### src/rtl/gate_tester_pkg.sv
// Shared definitions for the quad 2-input gate tester:
// FSM state encoding, logic-function codes, the fixed 8-entry test-vector ROM
// and the reference model of each gate function.
package gate_tester_pkg;

  localparam int unsigned GATE_W  = 4;  // gates per device
  localparam int unsigned NUM_VEC = 8;  // vectors per run
  localparam int unsigned VEC_W   = 3;  // vector index width
  localparam int unsigned FUNC_W  = 2;  // function select width

  typedef enum logic [2:0] {
    ST_IDLE   = 3'd0,
    ST_DRIVE  = 3'd1,
    ST_SETTLE = 3'd2,
    ST_CHECK  = 3'd3,
    ST_FINISH = 3'd4
  } state_e;

  localparam logic [FUNC_W-1:0] FUNC_AND  = 2'b00;
  localparam logic [FUNC_W-1:0] FUNC_OR   = 2'b01;
  localparam logic [FUNC_W-1:0] FUNC_NAND = 2'b10;
  localparam logic [FUNC_W-1:0] FUNC_XOR  = 2'b11;

  // A-side vector: truth table for k<4, walking one for k>=4
  function automatic logic [GATE_W-1:0] vec_a(input logic [VEC_W-1:0] k);
    if (k[2]) vec_a = GATE_W'(1) << k[1:0];
    else      vec_a = {GATE_W{k[1]}};
  endfunction

  // B-side vector: truth table for k<4, all zero during the walking one
  function automatic logic [GATE_W-1:0] vec_b(input logic [VEC_W-1:0] k);
    if (k[2]) vec_b = '0;
    else      vec_b = {GATE_W{k[0]}};
  endfunction

  // Expected gate outputs for the selected function
  function automatic logic [GATE_W-1:0] exp_y(input logic [FUNC_W-1:0] func,
                                               input logic [GATE_W-1:0] a,
                                               input logic [GATE_W-1:0] b);
    case (func)
      FUNC_AND:  exp_y = a & b;
      FUNC_OR:   exp_y = a | b;
      FUNC_NAND: exp_y = ~(a & b);
      default:   exp_y = a ^ b;
    endcase
  endfunction

endpackage

### src/rtl/gate_tester_ctrl_sync2.sv
// Two-flop synchronizer for the asynchronous DUT outputs.
// Ports: i_clk, i_rst_n (sync, active low), i_d (async in), o_q (synchronized out).
module sync2 #(
  parameter int unsigned W = 4
) (
  input  logic         i_clk,
  input  logic         i_rst_n,
  input  logic [W-1:0] i_d,
  output logic [W-1:0] o_q
);

  logic [W-1:0] r_meta;
  logic [W-1:0] r_q;

  always_ff @(posedge i_clk) begin
    if (!i_rst_n) begin
      r_meta <= '0;
      r_q    <= '0;
    end else begin
      r_meta <= i_d;
      r_q    <= r_meta;
    end
  end

  assign o_q = r_q;

endmodule

### src/rtl/gate_tester_ctrl.sv
// Sequencer that drives an external quad 2-input gate through 8 test vectors,
// samples its synchronized outputs and reports per-gate pass/fail.
// Ports:
//   i_clk, i_rst_n      clock, synchronous active-low reset
//   i_start, i_abort    run control (levels)
//   i_func_sel          expected function, latched on accepted start
//   i_dut_y             device outputs (asynchronous)
//   o_dut_a, o_dut_b    device inputs (registered)
//   o_busy, o_done      run in progress / one-cycle completion pulse
//   o_pass, o_fail_mask, o_fail_vec   result of the last run
module gate_tester_ctrl
  import gate_tester_pkg::*;
#(
  parameter int unsigned SETTLE_CYC = 4,
  parameter int unsigned CNT_W      = 4
) (
  input  logic              i_clk,
  input  logic              i_rst_n,
  input  logic              i_start,
  input  logic              i_abort,
  input  logic [FUNC_W-1:0] i_func_sel,
  input  logic [GATE_W-1:0] i_dut_y,
  output logic [GATE_W-1:0] o_dut_a,
  output logic [GATE_W-1:0] o_dut_b,
  output logic              o_busy,
  output logic              o_done,
  output logic              o_pass,
  output logic [GATE_W-1:0] o_fail_mask,
  output logic [VEC_W-1:0]  o_fail_vec
);

  state_e              r_state, w_state_nxt;
  logic [VEC_W-1:0]    r_k, w_k;
  logic [CNT_W-1:0]    r_cnt, w_cnt;
  logic [FUNC_W-1:0]   r_func, w_func;
  logic [GATE_W-1:0]   r_dut_a, w_dut_a;
  logic [GATE_W-1:0]   r_dut_b, w_dut_b;
  logic                r_busy, w_busy;
  logic                r_done, w_done;
  logic                r_pass, w_pass;
  logic [GATE_W-1:0]   r_fail_mask, w_fail_mask;
  logic [VEC_W-1:0]    r_fail_vec, w_fail_vec;
  logic [GATE_W-1:0]   w_y_sync;
  logic [GATE_W-1:0]   w_mism;
  logic                w_abort_busy;

  sync2 #(.W(GATE_W)) u_sync (
    .i_clk   (i_clk),
    .i_rst_n (i_rst_n),
    .i_d     (i_dut_y),
    .o_q     (w_y_sync)
  );

  assign w_abort_busy = i_abort && (r_state != ST_IDLE);
  assign w_mism       = w_y_sync ^ exp_y(r_func, r_dut_a, r_dut_b);

  // State register
  always_ff @(posedge i_clk) begin
    if (!i_rst_n) r_state <= ST_IDLE;
    else          r_state <= w_state_nxt;
  end

  // Next-state logic; abort overrides every busy transition
  always_comb begin
    w_state_nxt = r_state;
    case (r_state)
      ST_IDLE:   if (i_start && !i_abort) w_state_nxt = ST_DRIVE;
      ST_DRIVE:  w_state_nxt = ST_SETTLE;
      ST_SETTLE: if (r_cnt == CNT_W'(SETTLE_CYC - 1)) w_state_nxt = ST_CHECK;
      ST_CHECK:  w_state_nxt = (r_k == VEC_W'(NUM_VEC - 1)) ? ST_FINISH : ST_DRIVE;
      ST_FINISH: w_state_nxt = ST_IDLE;
      default:   w_state_nxt = ST_IDLE;
    endcase
    if (w_abort_busy) w_state_nxt = ST_IDLE;
  end

  // Next values of the datapath and output registers
  always_comb begin
    w_k         = r_k;
    w_cnt       = r_cnt;
    w_func      = r_func;
    w_dut_a     = r_dut_a;
    w_dut_b     = r_dut_b;
    w_busy      = r_busy;
    w_done      = 1'b0;
    w_pass      = r_pass;
    w_fail_mask = r_fail_mask;
    w_fail_vec  = r_fail_vec;
    if (w_abort_busy) begin
      // partial fail mask/vector are kept for inspection
      w_dut_a = '0;
      w_dut_b = '0;
      w_busy  = 1'b0;
      w_pass  = 1'b0;
    end else begin
      case (r_state)
        ST_IDLE: begin
          if (i_start && !i_abort) begin
            w_k         = '0;
            w_fail_mask = '0;
            w_fail_vec  = '0;
            w_pass      = 1'b0;
            w_func      = i_func_sel;
            w_busy      = 1'b1;
          end
        end
        ST_DRIVE: begin
          w_dut_a = vec_a(r_k);
          w_dut_b = vec_b(r_k);
          w_cnt   = '0;
        end
        ST_SETTLE: w_cnt = r_cnt + CNT_W'(1);
        ST_CHECK: begin
          w_fail_mask = r_fail_mask | w_mism;
          // an empty mask means no earlier vector failed in this run
          if ((w_mism != '0) && (r_fail_mask == '0)) w_fail_vec = r_k;
          if (r_k != VEC_W'(NUM_VEC - 1)) w_k = r_k + VEC_W'(1);
        end
        ST_FINISH: begin
          w_done  = 1'b1;
          w_pass  = (r_fail_mask == '0);
          w_dut_a = '0;
          w_dut_b = '0;
          w_busy  = 1'b0;
        end
        default: ;
      endcase
    end
  end

  // Datapath and output registers
  always_ff @(posedge i_clk) begin
    if (!i_rst_n) begin
      r_k         <= '0;
      r_cnt       <= '0;
      r_func      <= '0;
      r_dut_a     <= '0;
      r_dut_b     <= '0;
      r_busy      <= 1'b0;
      r_done      <= 1'b0;
      r_pass      <= 1'b0;
      r_fail_mask <= '0;
      r_fail_vec  <= '0;
    end else begin
      r_k         <= w_k;
      r_cnt       <= w_cnt;
      r_func      <= w_func;
      r_dut_a     <= w_dut_a;
      r_dut_b     <= w_dut_b;
      r_busy      <= w_busy;
      r_done      <= w_done;
      r_pass      <= w_pass;
      r_fail_mask <= w_fail_mask;
      r_fail_vec  <= w_fail_vec;
    end
  end

  assign o_dut_a     = r_dut_a;
  assign o_dut_b     = r_dut_b;
  assign o_busy      = r_busy;
  assign o_done      = r_done;
  assign o_pass      = r_pass;
  assign o_fail_mask = r_fail_mask;
  assign o_fail_vec  = r_fail_vec;

endmodule

### config.mk
export PLATFORM = sky130hd
export DESIGN_NAME = gate_tester_ctrl
export DESIGN_NICKNAME = d
export VERILOG_FILES = /design/src/rtl/gate_tester_pkg.sv /design/src/rtl/gate_tester_ctrl_sync2.sv /design/src/rtl/gate_tester_ctrl.sv
export SDC_FILE = /design/constraint.sdc
export NUM_CORES = 1
export LEC_CHECK = 0
export CORE_MARGIN = 3
export CORE_UTILIZATION = 53
export DETAILED_ROUTE_END_ITERATION = 8
export PLACE_DENSITY = 0.9
export REMOVE_ABC_BUFFERS = 1
export SLEW_MARGIN = 20
export SYNTH_ARGS = -nofsm -noshare
export SYNTH_HDL_FRONTEND = slang
export SYNTH_SLANG_ARGS = --single-unit
export TNS_END_PERCENT = 30
### constraint.sdc
create_clock -name i_clk -period 2.3 [get_ports i_clk]
set_input_delay 0.46 -clock i_clk [delete_from_list [all_inputs] [get_ports i_clk]]
set_output_delay 0.46 -clock i_clk [all_outputs]
set_load 0.01 [all_outputs]
# Word level (Yosys, flattened, before mapping)
# Index checks and enable logic that the tools add are counted.
[totals] elab_cells=80 reg_bits=38 out_inout_bits=18
[classes] n_reduce_logical=21 bitwise=8 add_sub_neg=2 n_shift=1 eq_ne=13 muxes=22
[op_table] op="4-bit one-hot mux with 2 select lines" n=4
[op_table] op="3-bit two-way mux" n=6
[op_table] op="4-bit two-way mux" n=3
[op_table] op="3-bit one-hot mux with 2 select lines" n=2
[op_table] op="3-bit one-hot mux with 4 select lines" n=1
[op_table] op="4-bit one-hot mux with 3 select lines" n=1
[op_table] op="2-bit inequality test, second input constant" n=4
[op_table] op="4-bit bitwise OR" n=2
[op_table] op="4-bit AND reduction" n=2
[op_table] op="2-bit nonzero test" n=4
[op_table] op="4-bit bitwise XOR" n=2
[op_table] op="3-bit by 2-bit == test with 1-bit output, second input constant" n=2
[op_table] op="3-bit == test, second input constant" n=2
[op_table] op="2-bit AND reduction" n=3
[op_table] op="3-bit AND reduction" n=2
[op_table] op="4-bit by 1-bit adder with 4-bit output, second input constant" n=1
[op_table] op="4-bit AND" n=1
[op_table] op="4-bit by 2-bit == test with 1-bit output, second input constant" n=1
[op_table] op="4-bit logical NOT" n=1
[op_table] op="4-bit NOT" n=1
[op_table] op="1-bit one-hot mux with 2 select lines" n=2
[op_table] op="4-bit nonzero test" n=1
[op_table] op="1-bit by 2-bit left shift with 4-bit output, first input constant" n=1
[op_table] op="3-bit by 1-bit adder with 3-bit output, second input constant" n=1
[op_table] op="other kinds (12)" n=17

# Longest topological paths before layout
[logic_depth] word_depth=8 ltp_mapped=8 ltp_nobuf=8

# By module
# Synthesis repeated with hierarchy kept, for this count alone.
[hier_totals] cells_unflattened=218 hier_area_um2=1893.1
[by_module_without_submodules] mod="gate_tester_ctrl" cells_per_inst=202 area_per_inst_um2=1682.9 seq_area_each_um2=540.5 n_inst=1
[by_module_without_submodules] mod="sync2" cells_per_inst=16 area_per_inst_um2=210.2 seq_area_each_um2=160.2 n_inst=1

# Worst setup path before layout
# No wires, ideal clock.
[synth_timing] path_type="flip-flop to flip-flop" from="register r_dut_b[2], in the netlist o_dut_b[2]" to="register r_fail_vec[1], in the netlist o_fail_vec[1]" required_ps=2183 path_slack_ps=135 arrival_ps=2048 synth_period_minus_slack_ps=2165 stages_incl_launch_ff=9 setup_ps=117 cell_sequence="dfxtp_1 inv_1 ha_1 or2_1 and4b_1 a2111oi_1 or2_1 o31ai_2 a32o_1"
[synth_between] elab_chain_cells=8 word_cells_on_any_way=10 classes_between="eq/ne (1); mux (1); bitwise (5); reduce/logical (3)"
[synth_lines] item="from (decl)" line_no="gate_tester_ctrl.sv:37" source="logic [GATE_W-1:0] r_dut_b, w_dut_b;"
[synth_lines] item="from (signal assigned)" line_no="gate_tester_ctrl.sv:149" source="r_dut_b <= w_dut_b;"
[synth_lines] item="4-bit AND" line_no="gate_tester_pkg.sv:41, gate_tester_pkg.sv:43"
[synth_lines] item="4-bit NOT" line_no="gate_tester_pkg.sv:43" source="FUNC_NAND: exp_y = ~(a & b);"
[synth_lines] item="4-bit one-hot mux with 3 select lines (*)" line_no="gate_tester_pkg.sv:40" source="case (func)"
[synth_lines] item="4-bit bitwise XOR (*)" line_no="gate_tester_ctrl.sv:55" source="assign w_mism = w_y_sync ^ exp_y(r_func, r_dut_a, r_dut_b);"
[synth_lines] item="4-bit nonzero test (*)" line_no="gate_tester_ctrl.sv:116" source="if ((w_mism != '0) && (r_fail_mask == '0)) w_fail_vec = r_k;"
[synth_lines] item="1-bit logical AND (*)" line_no="gate_tester_ctrl.sv:116"
[synth_lines] item="2-bit inequality test (no line) (*)"
[synth_lines] item="4-bit AND reduction (no line) (*)"
[synth_lines] item="to (signal assigned)" line_no="gate_tester_ctrl.sv:154" source="r_fail_vec <= w_fail_vec;"
[synth_lines] item="to (decl)" line_no="gate_tester_ctrl.sv:42" source="logic [VEC_W-1:0] r_fail_vec, w_fail_vec;"
# Mark *: on every way between the ends. The rest lies on a longest branch, timed or not.
# A chain may end at the register's enable or synchronous reset.

# Final worst setup path
# Ends and elaborated chain as after synthesis.

==> results.md <==
* CP required at between 2 and 3 ns
* Post-synth ARST share at 0%
* Cell with the most instances after synthesis: dfxtp_1
* Antenna-violating nets left at 0
* Pre-CTS setup slack at just over 0.2 ns
* Largest net degree at the start of global routing at 21
* 1st-iter DRT viols at 109
* Number of synthesized flops with an enable pin at 0
* Grt total ovfl at 0
* Post-synthesis sequential area ratio at 37.6%
* Total Die Area at between 4000 and 5000 sq um
* DRC violations left at 0
* Fin cells at between 200 and 300
* Cts bufs inserted at 5
* VDD IR max at 0.334 mV
* CTS tree: built
* Vias in the first global route at ~1,400
* Unrepaired setup endpoints after global routing: no
* Most frequent cells after synthesis: dfxtp_1 (35), a21oi_1 (20), nand2_1 (20), nor2_1 (17), and2_1 (15)
* Longest Clk Path Bufs at 2
* Std cell rows at 20
* Syn Std Cell Area at around 1900 sq um
* Final Wtd Congestion at ~0.8
* Critical path type: flop to flop
* Antenna Cells at 0
* P per Cell Area at roughly 500 nW/um^2
* Primary FF master, synth: dfxtp_1
* Die height at 65.3 um
* Total power at about 1.1 mW
* Crit-path max FO at 9
* CTS Sinks at 35
* Skew-Pair Late Insertion Delay at roughly 0.33 ns
* GRT Total Usage at between 10% and 20%
* Initial DRT Pass Iterations at 5
* Nets at roughly 270
* Avg Vias per Cell at approximately 5.4
* Yosys warns at 0
* HPWL after DPL at around 2.9 mm
* Slew HR at 61.1%
* Drt total wl at around 3.8 mm
* Type of origin of the critical path: flop
* CTS H-tree depth at 2
* Final setup vio count at 0
* CP peak stage delay at 0.34 ns
* Fin. Hold Viols at 0
* Top-area cell type share of the netlist area at approximately 38%
* Worst setup EP type: flop
* R2r setup slk at 0.22 ns
* Cell taking the most area after synthesis: dfxtp_1
* Yosys reg bits at 35
* Worst slew pin tran at about 0.58 ns
* Initial Utilization at between 50 and 60%
* Top cells by area, synth: dfxtp_1 (38%), ha_1 (9.4%), a21oi_1 (5.4%)
* First-pass GRT wire length at ~6.4 mm
* Count of cell types in the netlist at between 40 and 50
* Number of cells after detailed placement at ~280
* Status: complete, no violations
* Leakage at 0.850 nW
* Clk_skew at 0.0109 ns
* Routed len/inst at 13.4 um
* Final worst slack at between 0.2 and 0.25 ns
* Worst-path clk slew at 0.11 ns
* Core ar. at 3200 sq um
* Fin crit share at around nine tenths
* Synthesis-to-finish area growth at 20.3%
* Mean Syn Cell Area at just under 9 sq um
* Crit path time final at slightly above 2 ns
* Slew Limit Fails at 0
* Layout cell share with drive strength beyond 1 at under 10%
* Worst Path Arrival at about 2.3 ns
* Port Buffer Count at 27
* Critical Path, Cell by Cell: buf_4 -> ha_1 -> xnor2_2 -> mux2_4 -> nor3b_2 -> or2_1 -> o31ai_2 -> a32o_1
* Slowest CP cell: dfxtp_1
* # IOs at 28
* Initial antenna violation count at 0
* Setup total negative slack at 0 ns
* Root Driver: clkbuf_4
* F_max at about 480 MHz
* Die Width at 65.3 um
* Mapped Cells at about 210
* Via count at between 1,500 and 2,000
* Worst Hold Class: flop to flop
* Max-cap violations at 0
## through the flow
stage	hold WS, ns	util (%)	area (sq um)
4_1_cts	0.442	69.8	2230
2_1_floorplan	0.412	-	1800
6_report	0.440	69.9	2240
5_1_grt	0.474	69.9	2240
3_5_place_dp	0.419	67.6	2170
3_3_place_gp	0.413	67.6	2170
## registers in the layout, summed over array words and instances, names as in the netlist, 2 cells and up
register       cells
o_fail_vec         3
u_sync.o_q         4
r_cnt              4
u_sync.r_meta      4
r_k                3
o_dut_a            4
r_state            3
r_func             2
o_fail_mask        4
## layout make-up
type,count,area (sq um)
Multi-Input combinational cell,156,1060
Fill cell,265,963
Sequential cell,35,701
Timing Repair Buffer,33,315
Clock buffer,8,68.8
Tap cell,44,55.1
Inverter,11,41.3
## metal layers
layer / global-route usage [%] / wire, um
met2: 32.2 / 1870
met3: 4.62 / 168
met5: 0 / 0
met1: 24.2 / 1720
met4: 9.07 / 82
## kinds of logic after synthesis
group / count (synthesis) / synth area share, %
simple gates: 82 / 23.3
flops: 35 / 37.6
compound gates: 44 / 14.7
fa+ha+maj: 14 / 9.41
mux: 8 / 4.64
xor+xnor: 8 / 4.57
buf+inv: 23 / 5.78
## worst max-delay path: cells and delay by family, from the launching register on
family,cells,cell delay [ns]
DFF,1,0.34
AOI/OAI and AO/OA,2,0.36
muxes,1,0.32
xor gates and xnor gates,1,0.16
and+or+nand+nor,2,0.41
buffers and inverters,1,0.17
adders and majority gates,1,0.21
## cells in the final DEF (no fill, tap or decap), drive strengths merged
master,n
ha,14
inv,11
nor3,3
xnor2,7
a32o,3
nand2,21
a41oi,1
a21boi,2
o31ai,1
nand3,4
xor2,1
nand4,2
clkdlybuf4s50,27
nor4b,1
o41ai,1
mux2i,6
a22oi,2
o22a,1
nor3b,3
a2111oi,1
nor4,1
a21oi,20
o21ai,11
dfxtp,35
and2,15
buf,6
clkbuf,8
nor2b,6
mux2,2
o31a,1
and4b,1
nand2b,5
nor2,17
or2,3
## power breakdown
group	switching, mW	internal (mW)
Sequential	0.0167	0.619
Clock	0.194	0.180
Combinational	0.0581	0.0633
Total	0.269	0.863
## timing repair
item | 4_1_cts | 5_1_grt
setup buffers | 0 | 0
resized for setup | 0 | 1
endpoints found under the setup margin | 0 | 3
hold buffers | 0 | 0
## worst paths after layout
check | start | endpoint | cells past startpoint
hold reg to reg | u_sync.r_meta[3]$_SDFF_PN0_ | u_sync.o_q[3]$_SDFF_PN0_ | 1
hold / removal | u_sync.r_meta[3]$_SDFF_PN0_ | u_sync.o_q[3]$_SDFF_PN0_ | 1
setup / recovery | o_dut_b[2]$_SDFFE_PP0P_ | o_fail_vec[1]$_SDFFE_PN0P_ | 8
setup reg to reg | o_dut_b[2]$_SDFFE_PP0P_ | o_fail_vec[1]$_SDFFE_PN0P_ | 8
Power figures use the tool's default switching activity.
==> patch 1, RTL diff (same settings) <==
Make the reset (`i_rst_n`) asynchronous in 3 clocked blocks. Comments in the files are not updated.
--- a/src/rtl/gate_tester_ctrl_sync2.sv
+++ b/src/rtl/gate_tester_ctrl_sync2.sv
@@ -14,3 +14,3 @@
 
-  always_ff @(posedge i_clk) begin
+  always_ff @(posedge i_clk or negedge i_rst_n) begin
     if (!i_rst_n) begin
--- a/src/rtl/gate_tester_ctrl.sv
+++ b/src/rtl/gate_tester_ctrl.sv
@@ -57,3 +57,3 @@
   // State register
-  always_ff @(posedge i_clk) begin
+  always_ff @(posedge i_clk or negedge i_rst_n) begin
     if (!i_rst_n) r_state <= ST_IDLE;
@@ -131,3 +131,3 @@
   // Datapath and output registers
-  always_ff @(posedge i_clk) begin
+  always_ff @(posedge i_clk or negedge i_rst_n) begin
     if (!i_rst_n) begin
Function: differs if i_rst_n is asserted again (counterexample within 4 cycles, from zero or initial values and one cycle with i_rst_n low); with i_rst_n held inactive, the same outputs for 10 cycles.
==> patch 1 against the unedited design <==
Cell area up 6.4%. Synthesized area increased by 6.5%. Worst setup slack better by 0.021 ns. Utilization is 1.2 points lower. Wire length is 0.39% lower. Clock skew hardly changed. Sequential cell count stayed put.
Power is not compared: it rests on default switching activity, and its combinational part moved more than twofold at a synthesized area within 25%.
==> patch 1: results (changes against the unedited design) <==
[global_route]
met2_usage_pct=30.8  ; -1.4 points
grt_pass1_wl_um=6600  ; +3.8%
grt_pass1_vias=1412  ; -1.5%
grt_max_degree=36  ; +71%
grtUsageMet3_pct=4.83  ; +0.21 points

[timing]
finalHoldWorstSlack_ns=0.347  ; -0.0926 ns
worst_slew_pin_slew_ns=0.569  ; -0.0111 ns

[synthesis]
synthTopCellsByArea=dfrtp_1 44%, ha_1 8.8%, nor2_1 4.5%, nand2_1 4.4%, a21oi_1 3.3%
synth_ff_type=dfrtp_1
synth_compound_area_share_pct=12.3  ; -2.3 points
synthAdderAreaFrac_pct=8.84  ; -0.57 points
async_reset_ff_share_pct=100  ; +100 points
synthXorXnorAreaFrac_pct=3.09  ; -1.5 points
ys_seq_area_share_pct=44.2  ; +6.6 points
synth.distinct_cells=47  ; +15%

[cells_and_area]
multi_input_area_share_pct=42.8  ; -4.5 points
inverters_excl_clock=8  ; -3
layout.nonclk_buf_share_pct=13.2  ; -0.84 points
clockNetworkAreaShare_pct=3.57  ; +0.50 points
final.fill_count=257  ; -3.0%
multi_input_gates=146  ; -6.4%
register_area_um2=876  ; +25%
clkbuf_count=6  ; -2
layout-drive-gt1-share_pct=12.6  ; +3.1 points
final_nets=253  ; -4.9%

[critical_path]
cp_slowest_cell=a2111oi_2
critPathTopFamily=compound AO/OA/AOI/OAI gates
r2r_cells=7  ; -1
crit_end=o_fail_vec[1]$_DFFE_PN0P_
slowest_delay_ns=0.52  ; +0.18 ns
r2r_slack_ns=0.24  ; +0.02 ns
crit_fanout=4  ; -5

[min_path]
holdPathStages=0  ; -1
hp-start=u_sync.r_meta[2]$_DFF_PN0_
holdPathEnd=u_sync.o_q[2]$_DFF_PN0_

[route]
met1Wirelength_um=1670  ; -2.6%
met2_length_um=1880  ; +0.16%
routed_via_density=5.32  ; -1.3%
drt_wl_total_um=3830  ; -0.39%
first_pass_iters=4  ; -1
drtIter0Drc=123  ; +13%
route.met3.wl_um=181  ; +7.7%

[clock_tree]
clk_latency_ns=0.30  ; -0.03 ns
path_clk_slew_ns=0.07  ; -0.04 ns
root_buffer=clkbuf_8

[placed_design]
placedInstanceArea_um2=2300  ; +6.1%
place.gp.congestion=0.807  ; -1.3%
dp_hpwl_um=2850  ; -0.51%

[floorplan]
chipWidth_um=67.2  ; +2.9%

[outcome]
outcome=finished clean

patch 1: changes by cell type in the layout (fill, tap and decap cells not counted), moves of 6 or more:
cell and change:
dfxtp_1 -35, a22o_1 +6, nor2_1 +7, and2_1 -13, a21oi_1 -7, dfrtp_1 +35
patch 1: where the power goes:
| part | switching [mW] | internal, mW |
|---|---|---|
| logic | 0.272 | 0.310 |
| clock network | 0.226 | 0.211 |
| registers | 0.129 | 0.709 |
patch 1: worst register-to-register path: stages, from the launching register on:
cell and delay, ns:
dfrtp_1 0.42, inv_1 0.08, ha_1 0.19, or2_1 0.21, and4b_1 0.18, a2111oi_2 0.52, o41ai_4 0.19, mux2i_1 0.15
patch 1: metrics by stage:
| stage | util, % | setup WS, ns | instances |
|---|---|---|---|
| finish | 68.7 | 0.241 | 276 |
| global placement | 66.2 | 0.157 | 268 |
| global route | 68.7 | 0.0636 | 276 |
| detailed placement | 66.2 | 0.108 | 268 |
| CTS | 68.7 | 0.240 | 276 |
| floorplan | - | 0.0464 | 189 |
==> patch 2, RTL diff (same flow settings) <==
Without the edit above. `FUNC_W`: 2 -> 3.
--- a/src/rtl/gate_tester_pkg.sv
+++ b/src/rtl/gate_tester_pkg.sv
@@ -8,3 +8,3 @@
   localparam int unsigned VEC_W   = 3;  // vector index width
-  localparam int unsigned FUNC_W  = 2;  // function select width
+  localparam int unsigned FUNC_W  = 3;  // function select width
 
Ports: changed (resized i_func_sel); port bits go from 28 to 29. No check against the original RTL was run, so the function may have changed too.
==> patch 2 against the unedited design <==
Wire length up 5.1%. Sequential cell count is 1 higher. Total power increased by 8.1%. Global-route usage grew 2.6 points. Highest routed layer unchanged. Worst setup slack better by 0.17 ns. Critical path depth shrank 1. Synthesized area down 1.3%. Largest cell class unchanged. Cell area fell by 0.56%.
==> patch 2: results (changes against the unedited design) <==
[cells_and_area]
layout-drive-gt1-share_pct=8.40  ; -1.1 points
final_nets=262  ; -1.5%
post_layout_nonfiller_instances=282  ; -1.7%
diodes=0  ; unchanged
final.fill_count=255  ; -3.8%

[synthesis]
synth.distinct_cells=36  ; -12%
synthTopCellsByArea=dfxtp_1 39%, ha_1 9.5%, mux2i_1 6.0%, a21oi_1 4.4%, xnor2_1 4.3%
ys_seq_area_share_pct=39.2  ; +1.6 points
netlist_top_cells_count=36 x dfxtp_1, 20 x nand2_1, 16 x a21oi_1, 16 x nor2_1, 14 x ha_1
synth.avg_cell_area_um2=8.97  ; +3.1%

[critical_path]
arrival_ns=2.14  ; -0.16 ns
crit_fanout=4  ; -5
r2r_cells=7  ; -1
crit_start=o_dut_a[1]$_SDFFE_PP0P_
r2r-end=o_fail_vec[2]$_SDFFE_PN0P_
crit_path_end_kind=flop

[timing]
setup_ws_ns=0.394  ; +0.174 ns
fin_worst_skew_ns=0.0116  ; +0.000704 ns
maxSlewHeadroom_pct=54.6  ; -6.4 points
hold_viol=0  ; unchanged

[power_and_ir_drop]
irDropWorstVdd_v=0.000426  ; +28%
leakagePower_nw=0.891  ; +4.8%
power.internal_uw=886  ; +2.7%
switchingPower_uw=337  ; +26%
clkPwrFrac_pct=29.2  ; -3.8 points
seq_power_share_pct=55.0  ; -1.2 points

[flow_run]
maxCapViolCount=0  ; unchanged

[clock_tree]
clk_latency_ns=0.35  ; +0.02 ns
numCtsBuffers=5  ; unchanged
clk_path_buf_depth=2  ; unchanged
htreeDepth=2  ; unchanged

[outcome]
outcome=finished clean

[placed_design]
dp.cells=274  ; -1.8%
post-place-ws_ns=0.201  ; -0.00665 ns
place.gp.congestion=0.876  ; +7.0%
port_buffers=28  ; +3.7%
dp_hpwl_um=2980  ; +4.1%

[global_route]
met2_usage_pct=39.0  ; +6.7 points
grtUsageMet3_pct=6.24  ; +1.6 points
grt_usage_pct=22.3  ; +2.6 points
grt_pass1_vias=1560  ; +8.8%
grt_max_degree=14  ; -33%
antenna_found_initial=0  ; unchanged
grtUsageMet1_pct=24.3  ; +0.078 points
grt_pass1_wl_um=7130  ; +12%

[route]
vias=1549  ; +0.13%
drtIter0Drc=76  ; -30%
wl_per_cell_um=14.3  ; +7.0%
first_pass_iters=4  ; -1

[min_path]
holdPathEnd=u_sync.o_q[2]$_SDFF_PN0_
hp-start=u_sync.r_meta[2]$_SDFF_PN0_

[patch 2: cell types whose count changed after synthesis, moves of 4 or more]
cell / unedited run / this run
mux2i_1: 6 / 11
o22ai_1: 0 / 4
inv_1: 11 / 7
o21ai_0: 9 / 0
o21ai_1: 2 / 7
a21oi_1: 20 / 16
clkbuf_1: 6 / 2
xor2_1: 1 / 6
xnor2_1: 5 / 9
[patch 2: kinds of logic (layout without fill, tap and decap cells)]
logic type                 Yosys count  after routing  share of synthesized area (%)
AOI/OAI and AO/OA                   35             35                           12.3
muxes                               11             11                           5.99
buffers and inverters               19             52                           4.70
xor gates and xnor gates            15             15                           7.15
adders and majority gates           14             14                           9.53
and+or+nand+nor                     75             75                           21.2
DFF                                 36             36                           39.2
[patch 2: area by class of cell]
class	instances	area share, %
multi-input combinational	150	46.3
sequential	36	32.4
timing repair buffer	33	14.3
tap	44	2.47
clock buffer	6	2.30
inverter	11	1.85
clock inverter	2	0.449
[patch 2: worst max-delay path, stage by stage, from the launching register on]
cell,delay [ns]
dfxtp_1,0.41
inv_1,0.08
ha_1,0.31
xor2_1,0.19
o22ai_1,0.23
o22ai_1,0.11
o311a_4,0.34
mux2i_1,0.13
[patch 2: routing by layer]
layer	share of wire, %	wire (um)
met5	0	0
met4	3.6	145
met3	5.1	207
met2	50	2040
met1	41	1650
[patch 2: through the flow]
stage                     util (%)  area, um^2  hold slack [ns]
after floorplan                  -        1790            0.412
after global placement        68.1        2170            0.417
after detailed placement      68.1        2170            0.423
after CTS                     70.1        2230            0.449
after global routing          70.1        2230            0.472
final                         70.1        2230            0.450
